File: src/rtl/alu_seq_control.sv
// ALU operation decoder with a registered, handshaked result and an optional multi-cycle (MDU) sequencer.
// Define MDU_MULTICYCLE_EN to enable the MUL/MULH/DIV/REM sequencer; otherwise those selectors decode as illegal.
module alu_seq_control #(
  parameter int OP_W    = 4,
  parameter int MDU_LAT = 8
) (
  input  logic            clk,
  input  logic            reset,
  input  logic            valid_i,
  input  logic [6:0]      funct7_i,
  input  logic [2:0]      ALU_Op_i,
  input  logic [2:0]      funct3_i,
  output logic [OP_W-1:0] ALU_Operation_o,
  output logic            op_valid_o,
  output logic            illegal_o,
  output logic            mdu_start_o,
  output logic            stall_o
);

  if (OP_W < 4) begin : g_bad_op_w
    $error("alu_seq_control: OP_W must be at least 4");
  end
  if (MDU_LAT < 2 || MDU_LAT > 255) begin : g_bad_lat
    $error("alu_seq_control: MDU_LAT must be in 2..255");
  end

  typedef struct packed {
    logic       legal;
    logic       multi;
    logic [3:0] code;
  } dec_t;

  function automatic dec_t decode(input logic [6:0] f7, input logic [2:0] aop, input logic [2:0] f3);
    dec_t d;
    d.legal = 1'b1;
    d.multi = 1'b0;
    d.code  = 4'b0000;
    case (aop)
      3'b000: begin
        if (f7 == 7'b0000000) begin
          case (f3)
            3'b000:  d.code = 4'b0000;
            3'b001:  d.code = 4'b0011;
            3'b100:  d.code = 4'b1000;
            3'b101:  d.code = 4'b0100;
            3'b110:  d.code = 4'b0010;
            3'b111:  d.code = 4'b0111;
            default: d.legal = 1'b0;
          endcase
        end else if (f7 == 7'b0100000 && f3 == 3'b000) begin
          d.code = 4'b0101;
        end else if (f7 == 7'b0000001) begin
          d.multi = 1'b1;
          case (f3)
            3'b000:  d.code = 4'b1101;
            3'b001:  d.code = 4'b1110;
            3'b100:  d.code = 4'b1111;
            3'b110:  d.code = 4'b0110;
            default: d.legal = 1'b0;
          endcase
        end else begin
          d.legal = 1'b0;
        end
      end
      3'b001: begin
        case (f3)
          3'b000:  d.code = 4'b0000;
          3'b100:  d.code = 4'b1000;
          3'b110:  d.code = 4'b0010;
          3'b111:  d.code = 4'b0111;
          3'b001:  if (f7 == 7'b0000000) d.code = 4'b0011; else d.legal = 1'b0;
          3'b101:  if (f7 == 7'b0000000) d.code = 4'b0100; else d.legal = 1'b0;
          default: d.legal = 1'b0;
        endcase
      end
      3'b010: d.code = 4'b0001;
      3'b011: begin
        case (f3)
          3'b000:  d.code = 4'b1001;
          3'b001:  d.code = 4'b1010;
          3'b100:  d.code = 4'b1011;
          3'b101:  d.code = 4'b1100;
          default: d.legal = 1'b0;
        endcase
      end
      default: d.legal = 1'b0;
    endcase
    if (!d.legal) begin
      d.multi = 1'b0;
      d.code  = 4'b0000;
    end
    return d;
  endfunction

  // Stage p0: combinational decode of the incoming selector
  dec_t dec_p0;
  assign dec_p0 = decode(funct7_i, ALU_Op_i, funct3_i);

  // Stage p1: registered operation code and handshake pulses
  logic [OP_W-1:0] op_p1;
  logic            vld_p1;
  logic            illegal_p1;

`ifdef MDU_MULTICYCLE_EN
  localparam int CNT_W = $clog2(MDU_LAT + 1);

  typedef enum logic {IDLE, BUSY} state_t;
  state_t           state;
  logic [CNT_W-1:0] cnt;
  logic             start_p1;
  logic             stall_p1;

  // The counter runs MDU_LAT-1 .. 0; the result pulse is raised on the 1->0 step
  // and the FSM leaves BUSY one edge later, so the exit edge never samples valid_i.
  always_ff @(posedge clk) begin
    if (reset) begin
      state      <= IDLE;
      cnt        <= '0;
      op_p1      <= '0;
      vld_p1     <= 1'b0;
      illegal_p1 <= 1'b0;
      start_p1   <= 1'b0;
      stall_p1   <= 1'b0;
    end else begin
      vld_p1     <= 1'b0;
      illegal_p1 <= 1'b0;
      start_p1   <= 1'b0;
      case (state)
        IDLE: begin
          if (valid_i) begin
            op_p1 <= OP_W'(dec_p0.code);
            if (dec_p0.multi) begin
              state    <= BUSY;
              cnt      <= CNT_W'(MDU_LAT - 1);
              start_p1 <= 1'b1;
              stall_p1 <= 1'b1;
            end else begin
              vld_p1     <= 1'b1;
              illegal_p1 <= !dec_p0.legal;
            end
          end
        end
        BUSY: begin
          if (cnt == '0) begin
            state <= IDLE;
          end else begin
            cnt <= cnt - CNT_W'(1);
            if (cnt == CNT_W'(1)) begin
              stall_p1 <= 1'b0;
              vld_p1   <= 1'b1;
            end
          end
        end
        default: state <= IDLE;
      endcase
    end
  end

  assign mdu_start_o = start_p1;
  assign stall_o     = stall_p1;
`else
  // Without the sequencer every accept completes in one cycle; MDU selectors report illegal.
  always_ff @(posedge clk) begin
    if (reset) begin
      op_p1      <= '0;
      vld_p1     <= 1'b0;
      illegal_p1 <= 1'b0;
    end else begin
      vld_p1     <= 1'b0;
      illegal_p1 <= 1'b0;
      if (valid_i) begin
        op_p1      <= dec_p0.multi ? '0 : OP_W'(dec_p0.code);
        vld_p1     <= 1'b1;
        illegal_p1 <= !dec_p0.legal || dec_p0.multi;
      end
    end
  end

  assign mdu_start_o = 1'b0;
  assign stall_o     = 1'b0;
`endif

  assign ALU_Operation_o = op_p1;
  assign op_valid_o      = vld_p1;
  assign illegal_o       = illegal_p1;

endmodule

File: config.mk
export PLATFORM = sky130hd
export DESIGN_NAME = alu_seq_control
export DESIGN_NICKNAME = d
export VERILOG_FILES = /design/src/rtl/alu_seq_control.sv
export SDC_FILE = /design/constraint.sdc
export NUM_CORES = 1
export LEC_CHECK = 0
export CAP_MARGIN = 30
export CORE_UTILIZATION = 46
export DETAILED_ROUTE_END_ITERATION = 12
export MAX_ROUTING_LAYER = met4
export PLACE_DENSITY = 0.84
export SLEW_MARGIN = 20
export SYNTH_ARGS = -nofsm -noshare
export SYNTH_HDL_FRONTEND = slang
export SYNTH_SLANG_ARGS = --single-unit
File: constraint.sdc
create_clock -name clk -period 3.9 [get_ports clk]
set_input_delay 0.585 -clock clk [delete_from_list [all_inputs] [get_ports clk]]
set_output_delay 0.585 -clock clk [all_outputs]
set_load 0.01 [all_outputs]
# After elaboration in Yosys (flattened, before gate mapping)
# Index checks and enable logic that the tools add are counted.
[classes]
n_bitwise = 1
reduce_logical = 12
n_mux = 24
eq_ne = 10
[op_table]
columns = ["cell", "n"]
rows = [
  ["one-hot mux 4 bit (4 select lines)", 3],
  ["one-hot mux 4 bit (5 select lines)", 2],
  ["== test 3 bit (second input constant)", 4],
  ["two-way mux 4 bit", 3],
  ["OR reduction 4 bit", 3],
  ["two-way mux 5 bit", 2],
  ["two-way mux 1 bit", 9],
  ["== test 7 x 1 -> 1 bit (second input constant)", 1],
  ["== test 7 x 6 -> 1 bit (second input constant)", 1],
  ["logical NOT 7 bit", 1],
  ["== test 3 x 1 -> 1 bit (second input constant)", 2],
  ["== test 3 x 2 -> 1 bit (second input constant)", 2],
  ["logical NOT 3 bit", 2],
  ["OR reduction 6 bit", 1],
  ["two-way mux 2 bit", 2],
  ["one-hot mux 1 bit (4 select lines)", 1],
  ["OR reduction 2 bit", 2],
  ["two-way mux 3 bit", 1],
  ["one-hot mux 1 bit (2 select lines)", 1],
  ["logical AND 1 bit", 1],
  ["logical NOT 1 bit", 1],
  ["logical OR 1 bit", 1],
  ["inverter 1 bit", 1],
]
[word_totals]
output_inout_bits = 8
wordCells = 50
input_bits = 16
regBits = 6

# Logic depth before layout (Yosys ltp)
[depth]
ltp_word = 9
depth_mapped = 6
mapped_depth_nobuf = 5

# Worst setup path before layout
# No wires, ideal clock.
[synth_timing]
path_type = "input -> register"
startpoint = "in funct7_i[5]"
endpoint = "reg op_p1[0], in the netlist ALU_Operation_o[0]"
cell_stages = 6
setup_ns = 0.092
n_path_buf = 1
t_required_ns = 3.808
slack_ns = 2.104
arrival_ns = 1.704
cell_sequence = "buf_4 nor4_4 a211oi_2 o32ai_4 nand3_2 o32ai_1"
[synth_via]
elab_chain_cells = 7
word_cells_on_any_way = 20
classes_between = "eq/ne: 2; mux: 16; reduce/logical: 2"
[synth_rtl]
columns = ["element", "line", "text"]
rows = [
  ["start: declaration", "10", "input logic [6:0] funct7_i,"],
  ["== test 7 x 1 -> 1 bit / == test 7 x 6 -> 1 bit (equally long branches)", "52, 50", ""],
  ["two-way mux 5 bit (tied with other cells)", "52", "end else if (f7 == 7'b0000001) begin"],
  ["two-way mux 4 bit / two-way mux 2 bit (equally long branches)", "50", "end else if (f7 == 7'b0100000 && f3 == 3'b000) begin"],
  ["two-way mux 4 bit / two-way mux 1 bit (equally long branches)", "40", "if (f7 == 7'b0000000) begin"],
  ["one-hot mux 4 bit (4 select lines) (tied with other cells)", "38", "case (aop)"],
  ["two-way mux 5 bit *", "88", "if (!d.legal) begin"],
  ["two-way mux 4 bit *", "172", "op_p1 <= dec_p0.multi ? '0 : OP_W'(dec_p0.code);"],
  ["end signal: assignment", "172", ""],
  ["end: declaration", "100", "logic [OP_W-1:0] op_p1;"],
]
# Every way passes the cells marked *; elsewhere a longest branch is shown, timed or not.
# A chain may end at the register's enable or synchronous reset.

# Final worst setup path
[layout_timing]
startpoint = "in ALU_Op_i[1]"
endpoint = "reg op_p1[1], in the netlist ALU_Operation_o[1]"
[layout_via]
elab_chain_cells = 4
word_cells_on_any_way = 9
classes_between = "eq/ne: 3; mux: 5; reduce/logical: 1"
[layout_rtl]
columns = ["element", "line", "text"]
rows = [
  ["start: declaration", "11", "input logic [2:0] ALU_Op_i,"],
  ["== test 3 x 2 -> 1 bit (tied with other cells)", "38", ""],
  ["one-hot mux 4 bit (4 select lines) (tied with other cells)", "38", ""],
  ["two-way mux 5 bit *", "88", ""],
  ["two-way mux 4 bit *", "172", ""],
]
# Marked as above.

==> flow_summary.json <==
{
  "slew_viol_final": 0,
  "postCtsSetupBuffers": 0,
  "first_pass_iters": 4,
  "tns_ns": 0,
  "power_uw": 182,
  "finalClockSkew_ns": 0,
  "drive_gt1_frac": 0.101,
  "crit_chain": "clkdlybuf4s50_1, nor4_1, nand3_1, a211oi_1, a311oi_1, o32ai_1",
  "netlist_instances": 81,
  "numPortBuffers": 21,
  "htree_levels": 1,
  "hpwl_um": 1220,
  "antenna_cells": 0,
  "rsz0062_at_grt": "false",
  "setup_viol": 0,
  "final_hold_viol_count": 0,
  "r2r_slack_ns": 3.19,
  "ioPinCount": 24,
  "crit_type": "in2reg",
  "synth_edf_count": 0,
  "syn2layout_area_growth_pct": 31.5,
  "core_um2": 1320,
  "whs_endpoint": "ALU_Operation_o[0]",
  "rows": 13,
  "cts_hold_buffers": 0,
  "worstPathArrival_ns": 2.41,
  "stdcell_area_um2": 867,
  "clkSlewWorstSetupHoldPaths_ns": 0.04,
  "leakagePower_uw": 0.000289,
  "drtAntennaViolNets": 0,
  "end_kind": "register",
  "required_ns": 4.05,
  "nets": 117,
  "final_common_cell": "clkdlybuf4s50_1",
  "cts_resized": 0,
  "fin_hold_ws_ns": 0.471,
  "routed_wl_um": 1550,
  "hp-class": "reg2reg",
  "syn_area_um2": 659,
  "seqCellArea_um2": 120,
  "async_flop_share": 0,
  "drt-vias-per-instance": 6.11,
  "min-delay-start": "ALU_Operation_o[0]",
  "slowest_stage": "clkdlybuf4s50_1",
  "placed_cells": 111,
  "ir_drop_mv": 0.0930,
  "synth-seq-area-share": 0.182,
  "crit_fanout": 7,
  "ys_types": 40,
  "cts_tree": "done",
  "ys.flop_type": "dfxtp_1",
  "place_area_um2": 845,
  "min_period_ns": 2.26,
  "antenna_found_initial": 0,
  "cpPeakStageDelay_ns": 0.51,
  "r2r_end": "ALU_Operation_o[2]",
  "synth_seq_cells": 6,
  "final_cell_mix": "clkdlybuf4s50_1 (21), inv_1 (10), dfxtp_1 (6)",
  "cts.sinks": 6,
  "globalRouteOverflowTotal": 0,
  "ys_warn_count": 0,
  "n_fill_cell": 105,
  "r2r-start": "ALU_Operation_o[2]",
  "die_area_um2": 1590,
  "gp_congestion": 0.862,
  "holdPathStages": 2,
  "finalCritPeriodShare": 0.579,
  "final_cell_count_no_fill": 114,
  "cts_buffers": 3,
  "wl_per_cell_um": 13.6,
  "maxCapViolations": 0,
  "multiInputGateArea_um2": 458,
  "ff2ff_path_depth": 2,
  "clock_latency_ns": 0.24,
  "post-route-drc-count": 0,
  "die_w_um": 39.9,
  "worstSetupStartpointType": "input port",
  "die_h_um": 39.9,
  "outcome": "finished clean",
  "fmax_mhz": 443,
  "drt_iter0_drc": 21,
  "first_global_vias": 611,
  "cts_buffer_depth": 2,
  "via_count": 697,
  "initial_core_util": 0.500,
  "synth_area_per_cell_um2": 8.14,
  "grt_max_degree": 16,
  "grt_pass1_wl_um": 2740,
  "root_buffer": "clkbuf_4",
  "power.density_nw_per_um2": 210,
  "grt_usage": 0.265
}
==> worst max path at each step <==
stage,startpoint,endpoint,depth (start not counted)
2_1_floorplan,funct7_i[5],ALU_Operation_o[0],6
3_3_place_gp,ALU_Op_i[1],ALU_Operation_o[1],6
3_5_place_dp,funct3_i[2],ALU_Operation_o[2],6
4_1_cts,funct3_i[2],ALU_Operation_o[2],6
5_1_grt,ALU_Op_i[1],ALU_Operation_o[3],6
6_report,ALU_Op_i[1],ALU_Operation_o[1],6
==> cell usage after synthesis (2+ instances only) <==
cell | instances | area share
nand2b_1 | 3 | 0.028
buf_2 | 2 | 0.015
nand3_1 | 2 | 0.015
nor2b_1 | 5 | 0.047
o21ai_0 | 5 | 0.038
nand2_1 | 2 | 0.011
a21oi_1 | 3 | 0.023
a311oi_1 | 3 | 0.040
and3_1 | 2 | 0.019
o32ai_1 | 4 | 0.053
dfxtp_1 | 6 | 0.18
a211oi_1 | 3 | 0.034
buf_4 | 3 | 0.034
o31a_1 | 2 | 0.027
nor3b_1 | 2 | 0.023
inv_1 | 10 | 0.057
==> metal layers <==
metal	wire length, µm	part of all wire	up-vias	global-route usage
met5	0	0	-	-
met4	0	0	0	0.0517
met3	121	0.078	0	0.0682
met2	752	0.49	32	0.427
met1	673	0.44	322	0.330
li1	-	-	343	-
==> area by class of cell <==
class | count | area share
multi-input cells | 59 | 0.528
repair buffers | 21 | 0.242
flip-flops and latches | 6 | 0.139
inverters | 10 | 0.0433
clock buffers | 3 | 0.0260
well taps | 15 | 0.0216
==> logic make-up after synthesis <==
family	after synthesis	synth area share
flops	6	0.182
simple gates	25	0.275
compound gates	30	0.381
buf+inv	17	0.129
other cells	1	0.00569
xor+xnor	2	0.0266
==> where the power goes <==
part / total (µW) / internal (µW) / switching [µW]
Clock: 56.5 / 34.8 / 21.7
Sequential: 63.2 / 62.9 / 0.331
Combinational: 62.5 / 30.8 / 31.7
Total: 182 / 128 / 53.7
==> critical path, delay by kind of cell <==
kind / cells / cell delay, ns
AND/OR/NAND/NOR: 2 / 0.78
buffers and inverters: 1 / 0.51
AO/OA/AOI/OAI: 3 / 0.52
==> registers in the layout (all words and copies together) (netlist names) <==
signal and count:
ALU_Operation_o 4, illegal_o 1, op_valid_o 1
==> stage by stage <==
| step | setup WS [ns] | utilization |
|---|---|---|
| finish | 1.64 | 0.658 |
| global route | 1.40 | 0.658 |
| CTS | 1.65 | 0.658 |
| detailed placement | 1.40 | 0.641 |
| global placement | 1.39 | 0.641 |
| floorplan | 2.10 | - |
Power figures use the tool's default switching activity.
